===== src/rtl/fetch_pkg.sv =====
// Shared definitions for the instruction fetch stage: FSM encoding, PC step
// and the width of one queued {pc, inst} entry.
package fetch_pkg;

   typedef enum logic [1:0] {
      IDLE    = 2'd0,
      REQ     = 2'd1,
      DISCARD = 2'd2
   } state_t;

   localparam logic [31:0] PC_STEP = 32'd4;
   localparam int          ENTRY_W = 64;

endpackage


===== src/rtl/fetch_fifo.sv =====
// Synchronous FIFO holding fetched {pc, inst} entries; flush empties it in one
// cycle and wins over a same-cycle push or pop.
module fetch_fifo #(
   parameter int WIDTH = 64,
   parameter int DEPTH = 4
) (
   input  logic                     clk,
   input  logic                     rst_n,
   input  logic                     push,
   input  logic                     pop,
   input  logic                     flush,
   input  logic [WIDTH-1:0]         wdata,
   output logic [WIDTH-1:0]         rdata,
   output logic                     full,
   output logic                     empty,
   output logic [$clog2(DEPTH):0]   count
);

   localparam int PW = $clog2(DEPTH);
   localparam int CW = PW + 1;

   logic [WIDTH-1:0] mem [DEPTH];
   logic [PW-1:0]    rd_ptr;
   logic [PW-1:0]    wr_ptr;

   always_ff @(posedge clk or negedge rst_n) begin
      if (!rst_n) begin
         rd_ptr <= '0;
         wr_ptr <= '0;
         count  <= '0;
      end else if (flush) begin
         rd_ptr <= '0;
         wr_ptr <= '0;
         count  <= '0;
      end else begin
         if (push) wr_ptr <= wr_ptr + PW'(1);
         if (pop)  rd_ptr <= rd_ptr + PW'(1);
         count <= count + CW'(push) - CW'(pop);
      end
   end

   // Storage needs no reset: nothing is read until count says it was written.
   always_ff @(posedge clk) begin
      if (push && !flush) mem[wr_ptr] <= wdata;
   end

   assign rdata = mem[rd_ptr];
   assign full  = (count == CW'(DEPTH));
   assign empty = (count == '0);

endmodule


===== src/rtl/inst_fetch_queue.sv =====
// Fetch stage: owns the fetch PC, issues one outstanding word request at a time
// over req/ack, and queues returned words with their PC for the processor.
module inst_fetch_queue
   import fetch_pkg::*;
#(
   parameter int          DEPTH    = 4,
   parameter logic [31:0] RESET_PC = 32'h0000_0000
) (
   input  logic                   clk,
   input  logic                   RESET_N,
   input  logic                   redirect_i,
   input  logic [31:0]            redirect_pc_i,
   output logic                   mem_req_o,
   output logic [31:0]            mem_addr_o,
   input  logic                   mem_ack_i,
   input  logic [31:0]            mem_data_i,
   output logic                   inst_valid_o,
   output logic [31:0]            inst_o,
   output logic [31:0]            inst_pc_o,
   input  logic                   inst_ready_i,
   output logic [$clog2(DEPTH):0] count_o,
   output logic [1:0]             fsm_state
);

   localparam int CW = $clog2(DEPTH) + 1;

   // Handshakes: a memory transfer completes in any cycle with mem_req_o & mem_ack_i,
   // and mem_addr_o is held until then; an instruction is consumed in any cycle
   // with inst_valid_o & inst_ready_i.

   state_t              state, state_n;
   logic [31:0]         fetch_pc, pc_n;
   logic [31:0]         hold_addr, hold_n;
   logic [31:0]         redir_pc;
   logic                push, pop;
   logic                full, empty;
   logic [CW-1:0]       count;
   logic [CW:0]         count_after;
   logic [ENTRY_W-1:0]  head;
   logic                unused_bits;

   assign redir_pc    = {redirect_pc_i[31:2], 2'b00};
   assign unused_bits = ^redirect_pc_i[1:0];
   assign pop         = !empty && inst_ready_i;
   assign count_after = {1'b0, count} + (CW+1)'(1) - (CW+1)'(pop);

   always_ff @(posedge clk or negedge RESET_N) begin
      if (!RESET_N) begin
         state     <= IDLE;
         fetch_pc  <= RESET_PC;
         hold_addr <= RESET_PC;
      end else begin
         state     <= state_n;
         fetch_pc  <= pc_n;
         hold_addr <= hold_n;
      end
   end

   always_comb begin
      state_n = state;
      pc_n    = fetch_pc;
      hold_n  = hold_addr;
      push    = 1'b0;
      case (state)
         IDLE: begin
            if (redirect_i) pc_n = redir_pc;
            if (!full || pop || redirect_i) state_n = REQ;
         end
         REQ: begin
            if (redirect_i) begin
               pc_n = redir_pc;
               // Redirect before the ack: the old request is still owed a reply.
               if (!mem_ack_i) begin
                  hold_n  = fetch_pc;
                  state_n = DISCARD;
               end
            end else if (mem_ack_i) begin
               push = 1'b1;
               pc_n = fetch_pc + PC_STEP;
               if (count_after >= (CW+1)'(DEPTH)) state_n = IDLE;
            end
         end
         DISCARD: begin
            if (redirect_i) pc_n = redir_pc;
            if (mem_ack_i)  state_n = REQ;
         end
         default: state_n = IDLE;
      endcase
   end

   fetch_fifo #(
      .WIDTH (ENTRY_W),
      .DEPTH (DEPTH)
   ) u_fifo (
      .clk   (clk),
      .rst_n (RESET_N),
      .push  (push),
      .pop   (pop),
      .flush (redirect_i),
      .wdata ({fetch_pc, mem_data_i}),
      .rdata (head),
      .full  (full),
      .empty (empty),
      .count (count)
   );

   assign mem_req_o    = (state == REQ) || (state == DISCARD);
   assign mem_addr_o   = (state == DISCARD) ? hold_addr : fetch_pc;
   assign inst_valid_o = !empty;
   assign inst_o       = empty ? 32'd0 : head[31:0];
   assign inst_pc_o    = empty ? 32'd0 : head[63:32];
   assign count_o      = count;
   assign fsm_state    = state;

endmodule


===== config.mk =====
export PLATFORM = sky130hd
export DESIGN_NAME = inst_fetch_queue
export DESIGN_NICKNAME = d
export VERILOG_FILES = /design/src/rtl/fetch_pkg.sv /design/src/rtl/fetch_fifo.sv /design/src/rtl/inst_fetch_queue.sv
export SDC_FILE = /design/constraint.sdc
export NUM_CORES = 1
export LEC_CHECK = 0
export CORE_MARGIN = 2
export CORE_UTILIZATION = 55
export DETAILED_ROUTE_END_ITERATION = 8
export PLACE_DENSITY = 0.77
export SLEW_MARGIN = 10
export SYNTH_ARGS = -nofsm -noshare
export SYNTH_HDL_FRONTEND = slang
export SYNTH_HIERARCHICAL = 1
export SYNTH_SLANG_ARGS = --single-unit
export TNS_END_PERCENT = 50

===== constraint.sdc =====
create_clock -name clk -period 4.3 [get_ports clk]
set_clock_uncertainty 0.1 [all_clocks]
set_input_delay 0.645 -clock clk [delete_from_list [all_inputs] [get_ports clk]]
set_output_delay 0.645 -clock clk [all_outputs]
set_load 0.03 [all_outputs]

# --- Word level (Yosys, flattened, before mapping) ---
# Memory sizes are Yosys's and may differ from the RTL's.
# Cells that the tools add are included.
totals:
  register_bits: 73
  latchBits: 0
  ram_bits: 256
  mem_bits_ro: 0
  output_inout_bits: 103
  word_cells: 66
  n_memories: 1
mem_list:
  columns: ["memory", "words", "word_bits", "rd", "rd_ports_with_merged_regs", "wr", "line", "text"]
  rows:
  - ["u_fifo.mem", 4, 64, 1, 0, 1, "fetch_fifo.sv:22", "logic [WIDTH-1:0] mem [DEPTH];"]
op_classes:
  n_addsub: 7
  n_mul: 0
  n_div: 0
  magnitude_cmp: 1
  eq_ne: 9
  n_shift: 0
  n_mux: 24
  bitwise_logic: 1
  n_reduce_logical: 17
op_table:
  columns: ["cell", "n"]
  rows:
  - ["32-bit two-way mux", 6]
  - ["32-bit one-hot mux with 2 select lines", 1]
  - ["32-bit by 3-bit adder with 32-bit output, second input constant", 1]
  - ["2-bit two-way mux", 10]
  - ["3-bit inequality test, second input constant", 3]
  - ["2-bit one-hot mux with 3 select lines", 1]
  - ["3-bit AND reduction", 2]
  - ["2-bit nonzero test", 3]
  - ["1-bit two-way mux", 5]
  - ["5-bit AND reduction", 1]
  - ["2-bit by 1-bit adder with 2-bit output, second input constant", 2]
  - ["3-bit by 1-bit adder with 4-bit output, second input constant", 1]
  - ["4-bit by 3-bit greater-or-equal comparator with 1-bit output, second input constant", 1]
  - ["2-bit inequality test, second input constant", 2]
  - ["4-bit by 1-bit subtractor with 4-bit output", 1]
  - ["3-bit by 1-bit adder with 3-bit output", 1]
  - ["3-bit equality test, second input constant", 1]
  - ["1-bit logical NOT", 3]
  - ["3-bit logical NOT", 1]
  - ["1-bit logical OR", 3]
  - ["3-bit two-way mux", 1]
  - ["3-bit by 1-bit subtractor with 3-bit output", 1]
  - ["2-bit by 1-bit equality test with 1-bit output, second input constant", 1]
  - ["2-bit equality test, second input constant", 1]
  - ["other kinds (5)", 6]

# --- Longest topological paths before layout ---
# Gate-level depths: netlist of the first run.
logic_depth:
  depth_word: 9
  depth_mapped: 10
  depth_no_buf: 10

# --- Hierarchy ---
# Netlist of the first run, hierarchy kept.
by_module_without_submodules:
  columns: ["mod", "n_inst", "cells_each", "area_per_inst_um2", "seq_area_each_um2"]
  rows:
  - ["fetch_fifo", 1, 374, 9700.6, 7862.5]
  - ["inst_fetch_queue", 1, 454, 4151.5, 1551.5]

# --- Worst setup path after synthesis of the first run ---
# OpenSTA, ideal clock, no wires.
synth_timing:
  path_type: "reg2reg"
  startpoint: "register state[1], in the netlist fsm_state[1]"
  endpoint: "memory u_fifo.mem[0][0], enable pin"
  setup_ps: 429
  arrival_time_ps: 2891
  t_required_ps: 3771
  path_slack_ps: 880
  path_stages_with_launch: 7
  path_buffers: 0
  synth_period_minus_slack_ps: 3420
  path_cell_list: "dfrtp_1 > inv_1 > ha_1 > nand2_1 > nor2_1 > nor2b_1 > and2_1"
synth_via:
  elab_chain_len: 5
synth_lines:
  columns: ["item", "line", "text"]
  rows:
  - ["from (decl)", "inst_fetch_queue.sv:31", "state_t state, state_n;"]
  - ["from (signal assigned)", "inst_fetch_queue.sv:53", "state <= state_n;"]
  - ["2-bit by 1-bit equality test with 1-bit output", "inst_fetch_queue.sv:64", "case (state)"]
  - ["1-bit two-way mux", "inst_fetch_queue.sv:64", null]
  - ["net push", "inst_fetch_queue.sv:35", "logic push, pop;"]
  - ["1-bit logical AND", "fetch_fifo.sv:44", "if (push && !flush) mem[wr_ptr] <= wdata;"]
  - ["1-bit two-way mux", "fetch_fifo.sv:44", null]
  - ["1-bit two-way mux (implied by the code)", "fetch_fifo.sv:44", null]
  - ["to (decl)", "fetch_fifo.sv:22", null]
# The timed path passes the listed nets, and every way through them passes these cells.

# --- Worst setup path after layout of the first run ---
layout_timing:
  startpoint: "register state[0], in the netlist fsm_state[0]"
  endpoint: "output port mem_addr_o[9]"
layout_via:
  elab_chain_len: 2
layout_lines:
  columns: ["item", "line", "text"]
  rows:
  - ["2-bit equality test", "inst_fetch_queue.sv:108", "assign mem_addr_o = (state == DISCARD) ? hold_addr : fetch_pc;"]
  - ["32-bit two-way mux", "inst_fetch_queue.sv:108", null]
  - ["to (decl)", "inst_fetch_queue.sv:14", "output logic [31:0] mem_addr_o,"]
# Every way passes these cells.

==> results.txt, run 1 <==
Run status: finished, final reports clean
P_leak: 5.68 nW
FP Rows: 58
Crit end category: primary output
Via count: 7939
Initial Util: 55.5%
Drc violations: 0
# IOs: 172
DPL Wire Length: 17500 um
Seq/Total Area, Yosys: 68.0%
Worst R2R Setup Slack: 1.22 ns
Max FO, Critical Path: 37
Most frequent cells in the layout: edfxtp_1 (256), clkdlybuf4s50_1 (166), nor2b_1 (68), dfrtp_1 (67), mux4_2 (64)
Hold WC Path Type: input port to async pin
Max_slew headroom: 34.6%
PortBufs: 167
Cell area after layout: 17000 sq um
Non-filler cells, final: 1362
Synth Warn #: 6
Post-layout total power: 11.8 mW
DIE WIDTH: 163 um
Post-synth top flop: edfxtp_1
Worst-path cell chain: inv_1 -> ha_2 -> o21ai_0 -> clkdlybuf4s50_1
Die area: 26500 sq um
Worst EP required: 3.56 ns
Worst Tran Pin Value: 0.981 ns
First-pass GRT wire length: 44900 um
Layout cells sized above 1: 20.6%
Fin crit period: 3.78 ns
Final period util: 88.0%
Hold Vio Cnt, Final: 0
Syn_area_per_cell: 16.7 sq um
FF-to-FF End: fetch_pc[29]$_DFFE_PN0P_
CP delay by family, top: buffers and inverters
Vias in the first global route: 7848
Worst vdd ir: 0.000487 V
TNS Setup: 0 ns
Via-per-instance ratio: 5.83
Startpoint types: flop
Starting DRT DRC Count: 635
Clk_lat worst skew: 0.51 ns
Hold buffers post-CTS: 0
Global route total overflow: 0
Post-synth EDFFs: 256
DIE HEIGHT: 163 um
Buf/Inv on CP: 2
CTS root buffer: clkbuf_16
Synth Instances: 828
CTS tree: yes
Async S/R FF share, synth: 21.2%
Placed cells: 1299
Commonest non-fill, non-tap cell in the layout: edfxtp_1
Worst path slowest cell: ha_2
Placed cell areas: 15900 sq um
Crit path arrival time: 3.04 ns
Max Fclk: 264 MHz
Clock sink count: 325
Initial DRT Pass Iterations: 5
DRT Wirelength: 28900 um
Layout area overhead: 22.4%
Avg WL per Cell: 21.2 um
Gp weighted congestion: 0.868
Post-CTS Resized: 0
Final worst setup slack: 0.515 ns
Pin count of the biggest net entering global routing: 70
Largest stage delay, worst path: 0.83 ns
Final setup violation count: 0
Unique masters post-synth: 64
Total track usage: 22.3%
CORE AREA: 25000 sq um
Max Cap Viol: 0
Hold_ws: 0.166 ns
Fillers: 1703
Setup WS pre-CTS: 0.885 ns
Flop and latch count out of synthesis: 325
Clk slew on worst S/H paths: 0.06 ns
Crit Reg-Reg Startpoint: fsm_state[0]$_DFFE_PN0P_
Core Util, Final: 67.9%
RSZ-0062 raised after global routing: no
Htree depth: 2
Worst r2r path cells: 6
PD cells: 697 nW/um^2
Setup CP Type: flop to primary output
Post-layout nets: 1086
CTS buffer count: 34
Setup Buffers After CTS: 0
CTS Buffer Depth: 3
Initial antenna violation count: 0
Final ANT Viol Nets: 0
Mapped Area: 13900 sq um
Max-slew violation count: 0
kinds of logic after synthesis:
group           count (synthesis)  synth area share, %
mux                           122                 15.1
xor+xnor                        3                0.289
other cells                     1               0.0271
fa+ha+maj                      12                 1.14
simple gates                  202                 8.19
buf+inv                        65                 2.67
compound gates                 98                 4.62
flops                         325                 68.0
report_power, final:
part | switching, mW | internal (mW)
Clock | 1.17 | 1.60
Sequential | 0.628 | 3.94
Combinational | 2.42 | 2.06
Total | 4.22 | 7.60
cells in the mapped netlist, types with 3 or more instances:
cell type	number	area (sq um)
nor2_1	37	139
clkbuf_1	17	63.8
nand4_1	10	62.6
a31oi_1	6	37.5
o22a_1	7	61.3
buf_2	17	85.1
mux4_2	64	1440
nand3_1	19	95.1
buf_4	8	60.1
dfrtp_1	69	1730
and3_1	6	37.5
edfxtp_1	256	7690
nor4_1	4	25.0
a21oi_1	33	165
buf_1	5	18.8
o22ai_1	4	25.0
buf_12	3	60.1
inv_1	11	41.3
and2_1	7	43.8
mux2_2	56	631
nor3_1	11	55.1
o211a_1	3	30.0
a311oi_1	3	26.3
or3_1	4	25.0
ha_1	11	138
nor2b_1	68	425
o21ai_0	20	100
a2bb2oi_1	5	43.8
nand2_1	22	82.6
worst max-delay path by stage:
stage / depth (start not counted) / end / slack [ns] / startpoint
after floorplan: 6 / u_fifo/mem[0][0]$_DFFE_PP_ / 0.88 / fsm_state[1]$_DFFE_PN0P_
after global placement: 5 / u_fifo/mem[3][27]$_DFFE_PP_ / 0.92 / redirect_i
after detailed placement: 5 / u_fifo/mem[2][27]$_DFFE_PP_ / 0.89 / redirect_i
after CTS: 4 / inst_pc_o[22] / 0.49 / u_fifo/rd_ptr[0]$_DFFE_PN0P_
after global routing: 4 / inst_pc_o[22] / 0.39 / u_fifo/rd_ptr[0]$_DFFE_PN0P_
final: 4 / mem_addr_o[9] / 0.52 / fsm_state[0]$_DFFE_PN0P_
cell type report:
class                           count  area (sq um)  area share (%)
Tap cell                          330           413            2.43
Sequential cell                   325          9420            55.6
Clock inverter                     22           178            1.05
Multi-Input combinational cell    447          4120            24.3
Timing Repair Buffer              185          1890            11.2
Inverter                           12          45.0           0.266
Antenna cell                        1          2.50          0.0148
Clock buffer                       40           883            5.21
flip-flops by register name, summed over array words and instances, names as in the netlist:
register	flops
u_fifo/count	3
fsm_state	2
u_fifo/wr_ptr	2
u_fifo/rd_ptr	2
u_fifo/mem	256
hold_addr	30
fetch_pc	30
routing by layer:
metal / vias to the layer above / track usage (%) / share of wire (%)
met5: - / 0 / 0
met4: 0 / 5.51 / 1.3
met3: 33 / 3.92 / 6.9
met2: 314 / 37.0 / 50
met1: 4011 / 31.3 / 42
li1: 3581 / - / -
Power figures use the tool's default switching activity.
==> run 2: changes to the inputs <==
Settings changed: CORE_UTILIZATION 55 to 45, PLACE_DENSITY 0.77 to 0.65, REMOVE_ABC_BUFFERS set to 1.
==> results.txt, run 2 (same netlist as run 1, synthesis figures left out) <==
Run status: finished, final reports clean
First-pass GRT wire length: 46000 um (+2.5%)
Startpoint types: flop
Post-layout nets: 1090 (+0.37%)
Hold Vio Cnt, Final: 0 (unchanged)
Switching Share: 35.3% (-0.37 points)
Layout cells sized above 1: 20.4% (-0.18 points)
DIE HEIGHT: 179 um (+10%)
Top flop regs: u_fifo/mem x256, fetch_pc x30, hold_addr x30
Largest register by flop count: u_fifo/mem
Initial antenna violation count: 2 (+2)
Largest stage delay, worst path: 0.81 ns (-0.02 ns)
Max Cap Viol: 0 (unchanged)
DPL Wire Length: 17800 um (+1.4%)
Part of the power in the clock network: 23.9% (+0.4 points)
Most frequent cells in the layout: edfxtp_1 (256), clkdlybuf4s50_1 (166), nor2b_1 (68), dfrtp_1 (67), mux4_2 (64)
CTS tree: yes
CP startpoint: u_fifo/rd_ptr[1]$_DFFE_PN0P_
Setup Buffers After CTS: 0 (unchanged)
Worst Tran Pin Value: 1.00 ns (+0.0220 ns)
PortBufs: 167 (unchanged)
Hold_ws: 0.184 ns (+0.0181 ns)
Logic pwr share: 38.2% (+0.3 points)
Htree depth: 2 (unchanged)
PD cells: 693 nW/um^2 (-0.53%)
P_leak: 5.70 nW (+0.47%)
Crit end category: primary output
Placed cell areas: 16000 sq um (+0.58%)
Final worst setup slack: 0.746 ns (+0.231 ns)
CTS Buffer Depth: 3 (unchanged)
Max Fclk: 281 MHz (+6.5%)
Total track usage: 18.3% (-4.0 points)
Via count: 7852 (-1.1%)
Setup CP Type: flop to primary output
Worst vdd ir: 0.000510 V (+4.5%)
# IOs: 172 (unchanged)
Commonest non-fill, non-tap cell in the layout: edfxtp_1
Cell area after layout: 17100 sq um (+0.72%)
CTS root buffer: clkbuf_16
FF-to-FF End: fetch_pc[29]$_DFFE_PN0P_
Worst EP required: 3.56 ns (about the same)
Starting DRT DRC Count: 518 (-18%)
Worst-path cell chain: buf_4 -> mux4_2 -> nor2b_1 -> clkdlybuf4s50_1
Hold WC Path Type: input port to async pin
Max FO, Critical Path: 36 (-2.7%)
DIE WIDTH: 179 um (+10%)
Fin crit period: 3.55 ns (-0.231 ns)
Pint: 7.66 mW (+0.77%)
Worst R2R Setup Slack: 1.48 ns (+0.26 ns)
Drc violations: 0 (unchanged)
Pin count of the biggest net entering global routing: 70 (unchanged)
Final ANT Viol Nets: 0 (unchanged)
Vias in the first global route: 7883 (+0.45%)
Global route total overflow: 0 (unchanged)
Crit Reg-Reg Startpoint: fsm_state[0]$_DFFE_PN0P_
Layout area overhead: 23.3%
Crit path arrival time: 2.81 ns (-0.23 ns)
Gp weighted congestion: 0.789 (-9.1%)
Die area: 32200 sq um (+22%)
Max-slew violation count: 0 (unchanged)
Final period util: 82.7% (-5.4 points)
CTS buffer count: 35 (+2.9%)
Avg WL per Cell: 20.7 um (-2.5%)
Setup WS pre-CTS: 1.10 ns (+0.213 ns)
Power share of the sequential group: 37.9% (-0.7 points)
Max_slew headroom: 33.2% (-1.5 points)
RSZ-0062 raised after global routing: no
Clock sink count: 325 (unchanged)
Clk_lat worst skew: 0.49 ns (-0.02 ns)
Worst path slowest cell: dfrtp_4
CORE AREA: 30400 sq um (+22%)
Hold buffers post-CTS: 0 (unchanged)
Max reg flops: 256 (unchanged)
Psw: 4.18 mW (-0.85%)
FP Rows: 64 (+10%)
Via-per-instance ratio: 5.48 (-5.9%)
Initial DRT Pass Iterations: 4 (-1)
Initial Util: 45.5% (-10 points)
Post-CTS Resized: 0 (unchanged)
CP delay by family, top: buffers and inverters
Buf/Inv on CP: 2 (unchanged)
Final setup violation count: 0 (unchanged)
Clk slew on worst S/H paths: 0.06 ns (about the same)
DRT Wirelength: 29600 um (+2.5%)
Worst r2r path cells: 7 (+1)
## run 2: changes by cell type in the layout (fill, tap and decap cells not counted), sizes merged
cell,delta
bufinv,-1
clkinvlp,-1
clkbuf,+8
inv,-2
buf,+3
clkinv,-3
## run 2: power groups by stage
stage	clock, mW	combinational [mW]	sequential (mW)
2_1_floorplan	0	2.88	4.51
3_3_place_gp	0	4.55	4.52
3_5_place_dp	0	4.58	4.55
4_1_cts	2.91	4.60	4.49
5_1_grt	3.04	4.86	4.57
6_report	2.83	4.52	4.49
## run 2: area by class of cell
class                      count  area (sq um)
clock buffer                  48           997
clock inverter                15          93.8
multi-input combinational    447          4120
sequential                   325          9420
fill                        2447         13300
tap                          396           495
antenna                        1          2.50
timing repair buffer         188          1900
inverter                      12          45.0
## run 2: worst reg2reg max path, cell delays in order (launching register included)
cell,delay [ns]
dfrtp_1,0.45
inv_1,0.13
ha_2,0.17
buf_4,0.45
or3_1,0.87
nor3_1,0.20
and4_1,0.25
nor3_1,0.12
## run 2: how the worst max path moves through the flow
stage	cells past startpoint	slack, ns	to
after floorplan	10	-1.34	u_fifo/count[2]$_DFF_PN0_
after global placement	6	1.12	u_fifo/mem[1][38]$_DFFE_PP_
after detailed placement	6	1.10	u_fifo/mem[1][36]$_DFFE_PP_
after CTS	4	0.68	inst_o[1]
after global routing	4	0.64	inst_o[19]
final	4	0.75	inst_o[1]
## run 2: per-layer routing
layer  track usage [%]  wire length [um]
met2              28.9             13900
met4              3.80               426
met1              26.8             14000
met3              3.36              1300
met5                 0                13
## run 2: stage by stage
step / instances / util (%) / TNS [ns] / total power [mW]
3_3_place_gp: 1368 / 52.5 / 0 / 9.07
3_5_place_dp: 1368 / 52.5 / 0 / 9.14
2_1_floorplan: 784 / - / -99.67 / 7.38
5_1_grt: 1431 / 56.1 / 0 / 12.5
4_1_cts: 1431 / 56.1 / 0 / 12.0
6_report: 1432 / 56.1 / 0 / 11.8
==> edit, RTL diff (settings of run 2) <==
`DEPTH` is set to 4 in 2 places; all go to 8.
--- a/src/rtl/fetch_fifo.sv
+++ b/src/rtl/fetch_fifo.sv
@@ -2,7 +2,7 @@
 // cycle and wins over a same-cycle push or pop.
 module fetch_fifo #(
    parameter int WIDTH = 64,
-   parameter int DEPTH = 4
+   parameter int DEPTH = 8
 ) (
    input  logic                     clk,
    input  logic                     rst_n,
--- a/src/rtl/inst_fetch_queue.sv
+++ b/src/rtl/inst_fetch_queue.sv
@@ -3,7 +3,7 @@
 module inst_fetch_queue
    import fetch_pkg::*;
 #(
-   parameter int          DEPTH    = 4,
+   parameter int          DEPTH    = 8,
    parameter logic [31:0] RESET_PC = 32'h0000_0000
 ) (
    input  logic                   clk,
Interface: changed (resized count_o); port bits go from 172 to 173. The function was not compared with the original's and may differ.
==> edit against run 2 <==
- cell count increased by 54%
- register-to-register slack got worse by 0.24 ns
- sequential share of layout area is 4.4 points higher
- synthesized cell count grew 53%
- non-clock buffer count grew 13
- worst setup slack got worse by 0.48 ns
- routed wire length is 75% higher
- design area grew 69%
- synthesized area is 74% higher
- total power grew 58%
- sequential cell count grew 259
==> edit: results (changes against run 2) <==
drt first pass iters 5 (+1); Async S/R FF share, synth 0.123 (-0.0890); final net count 1561 (+43%); arrival time at the worst endpoint 3.29 ns (+0.48 ns); proportion of synthesized chip area in sequential cells 0.713 (+0.0335); overall global routing resource usage 0.190 (+0.00692); Top Registers u_fifo/mem: 512 flops, fetch_pc: 30 flops, hold_addr: 30 flops; first-pass GRT wire length 79600 µm (+73%); number of flops mapped to enable cells by yosys 512 (+100%); leakage power 9.32 nW (+63%); Port-buffer cells 168 (+0.60%); maximum number of pins on one net before global-route repair 73 (+4.3%); minimum hold slack 0.0969 ns (-0.0872 ns); area of placed instances 26800 µm² (+68%); routed length per instance 23.5 µm (+14%); vias in the first global route 13000 (+64%); number of library cell types mapped by synthesis 59 (-7.8%); final-layout fill cell count 4099 (+68%); Detailed Route Iter0 Violations 770 (+49%); launch point of the worst reg-to-reg path fsm_state[0]$_DFFE_PN0P_; slew at the pin closest to its max-slew limit 1.02 ns (+0.0188 ns); dpl hpwl 29300 µm (+65%); status finished, final reports clean; fraction of layout cells with a size suffix above 1 0.265 (+0.0613); Finished Cell Area 28900 µm² (+69%); Antenna Diode Count 0 (-1); most frequent cells after synthesis edfxtp_1 (512), mux4_2 (128), mux2_2 (121); clock latency at the later pin of the worst-skew pair 0.62 ns (+0.13 ns); Synth area leaders edfxtp_1 (64%), mux4_2 (12%), dfrtp_1 (7.5%); total clock buffers created by CTS 59 (+69%); largest fanout of any net on the critical path 31 (-14%); worst vdd ir 0.428 mV (-16%); reg-to-reg endpoint fetch_pc[27]$_DFFE_PN0P_; number of antenna violations at the first check in global routing 0 (-2)
edit: changes by cell type after synthesis, moves of 5 or more:
cell / delta
buf_6: +9
inv_1: +8
mux2_2: +65
clkbuf_1: +21
mux4_2: +64
nand2_1: +11
o21ai_0: +6
ha_1: +8
nor2_1: -8
and2_1: -5
edfxtp_1: +256
edit: stage by stage:
step | setup slack [ns] | cells | total power [mW] | setup TNS, ns
finish | 0.262 | 2208 | 18.7 | 0
global route | 0.0967 | 2208 | 19.6 | 0
CTS | 0.186 | 2208 | 18.9 | 0
detailed placement | 0.855 | 2099 | 13.5 | 0
global placement | 0.857 | 2099 | 13.4 | 0
floorplan | -3.77 | 1210 | 11.2 | -1244.14
edit: power breakdown:
part	internal [mW]	switching (mW)
registers	6.88	0.779
logic	2.53	3.15
clock network	3.27	2.13
total	12.7	6.06
edit: area by class of cell:
cell class,count,area share
inverter,19,0.00247
clock buffer,73,0.0533
sequential,584,0.596
timing repair buffer,201,0.0733
clock inverter,36,0.0178
tap,688,0.0298
multi-input combinational,607,0.228
edit: layer usage:
layer  GRT usage  routed length (µm)  vias up
met3      0.0305                2280       52
li1            -                   -     5488
met1       0.269               23500     6603
met2       0.309               25200      310
met4      0.0481                 818        0
met5           0                   0        -
edit: kinds of logic (layout without fill, tap and decap cells):
| logic type | Yosys count | count (layout) | synth area share |
|---|---|---|---|
| fa+ha+maj | 20 | 20 | 0.0107 |
| compound gates | 96 | 96 | 0.0250 |
| xor+xnor | 8 | 8 | 0.00291 |
| flops | 584 | 584 | 0.713 |
| buf+inv | 95 | 329 | 0.0197 |
| mux | 255 | 255 | 0.179 |
| other cells | 1 | 18 | 0.000156 |
| simple gates | 210 | 210 | 0.0496 |
edit: critical path: stages (launching register included):
cell,delay [ns]
dfrtp_4,0.79
buf_4,0.40
mux4_2,0.25
mux2_2,0.13
nor2b_1,0.34
clkdlybuf4s50_1,0.75
edit: worst max-delay path by stage:
stage,cells after the start,slack (ns),end,from
floorplan,5,-3.77,u_fifo/mem[2][0]$_DFFE_PP_,fsm_state[1]$_DFFE_PN0P_
global placement,5,0.86,inst_pc_o[11],u_fifo/rd_ptr[1]$_DFFE_PN0P_
detailed placement,5,0.86,inst_pc_o[11],u_fifo/rd_ptr[1]$_DFFE_PN0P_
CTS,5,0.19,inst_pc_o[11],u_fifo/rd_ptr[1]$_DFFE_PN0P_
global route,5,0.1,inst_pc_o[7],u_fifo/rd_ptr[1]$_DFFE_PN0P_
finish,5,0.26,inst_pc_o[23],u_fifo/rd_ptr[2]$_DFFE_PN0P_
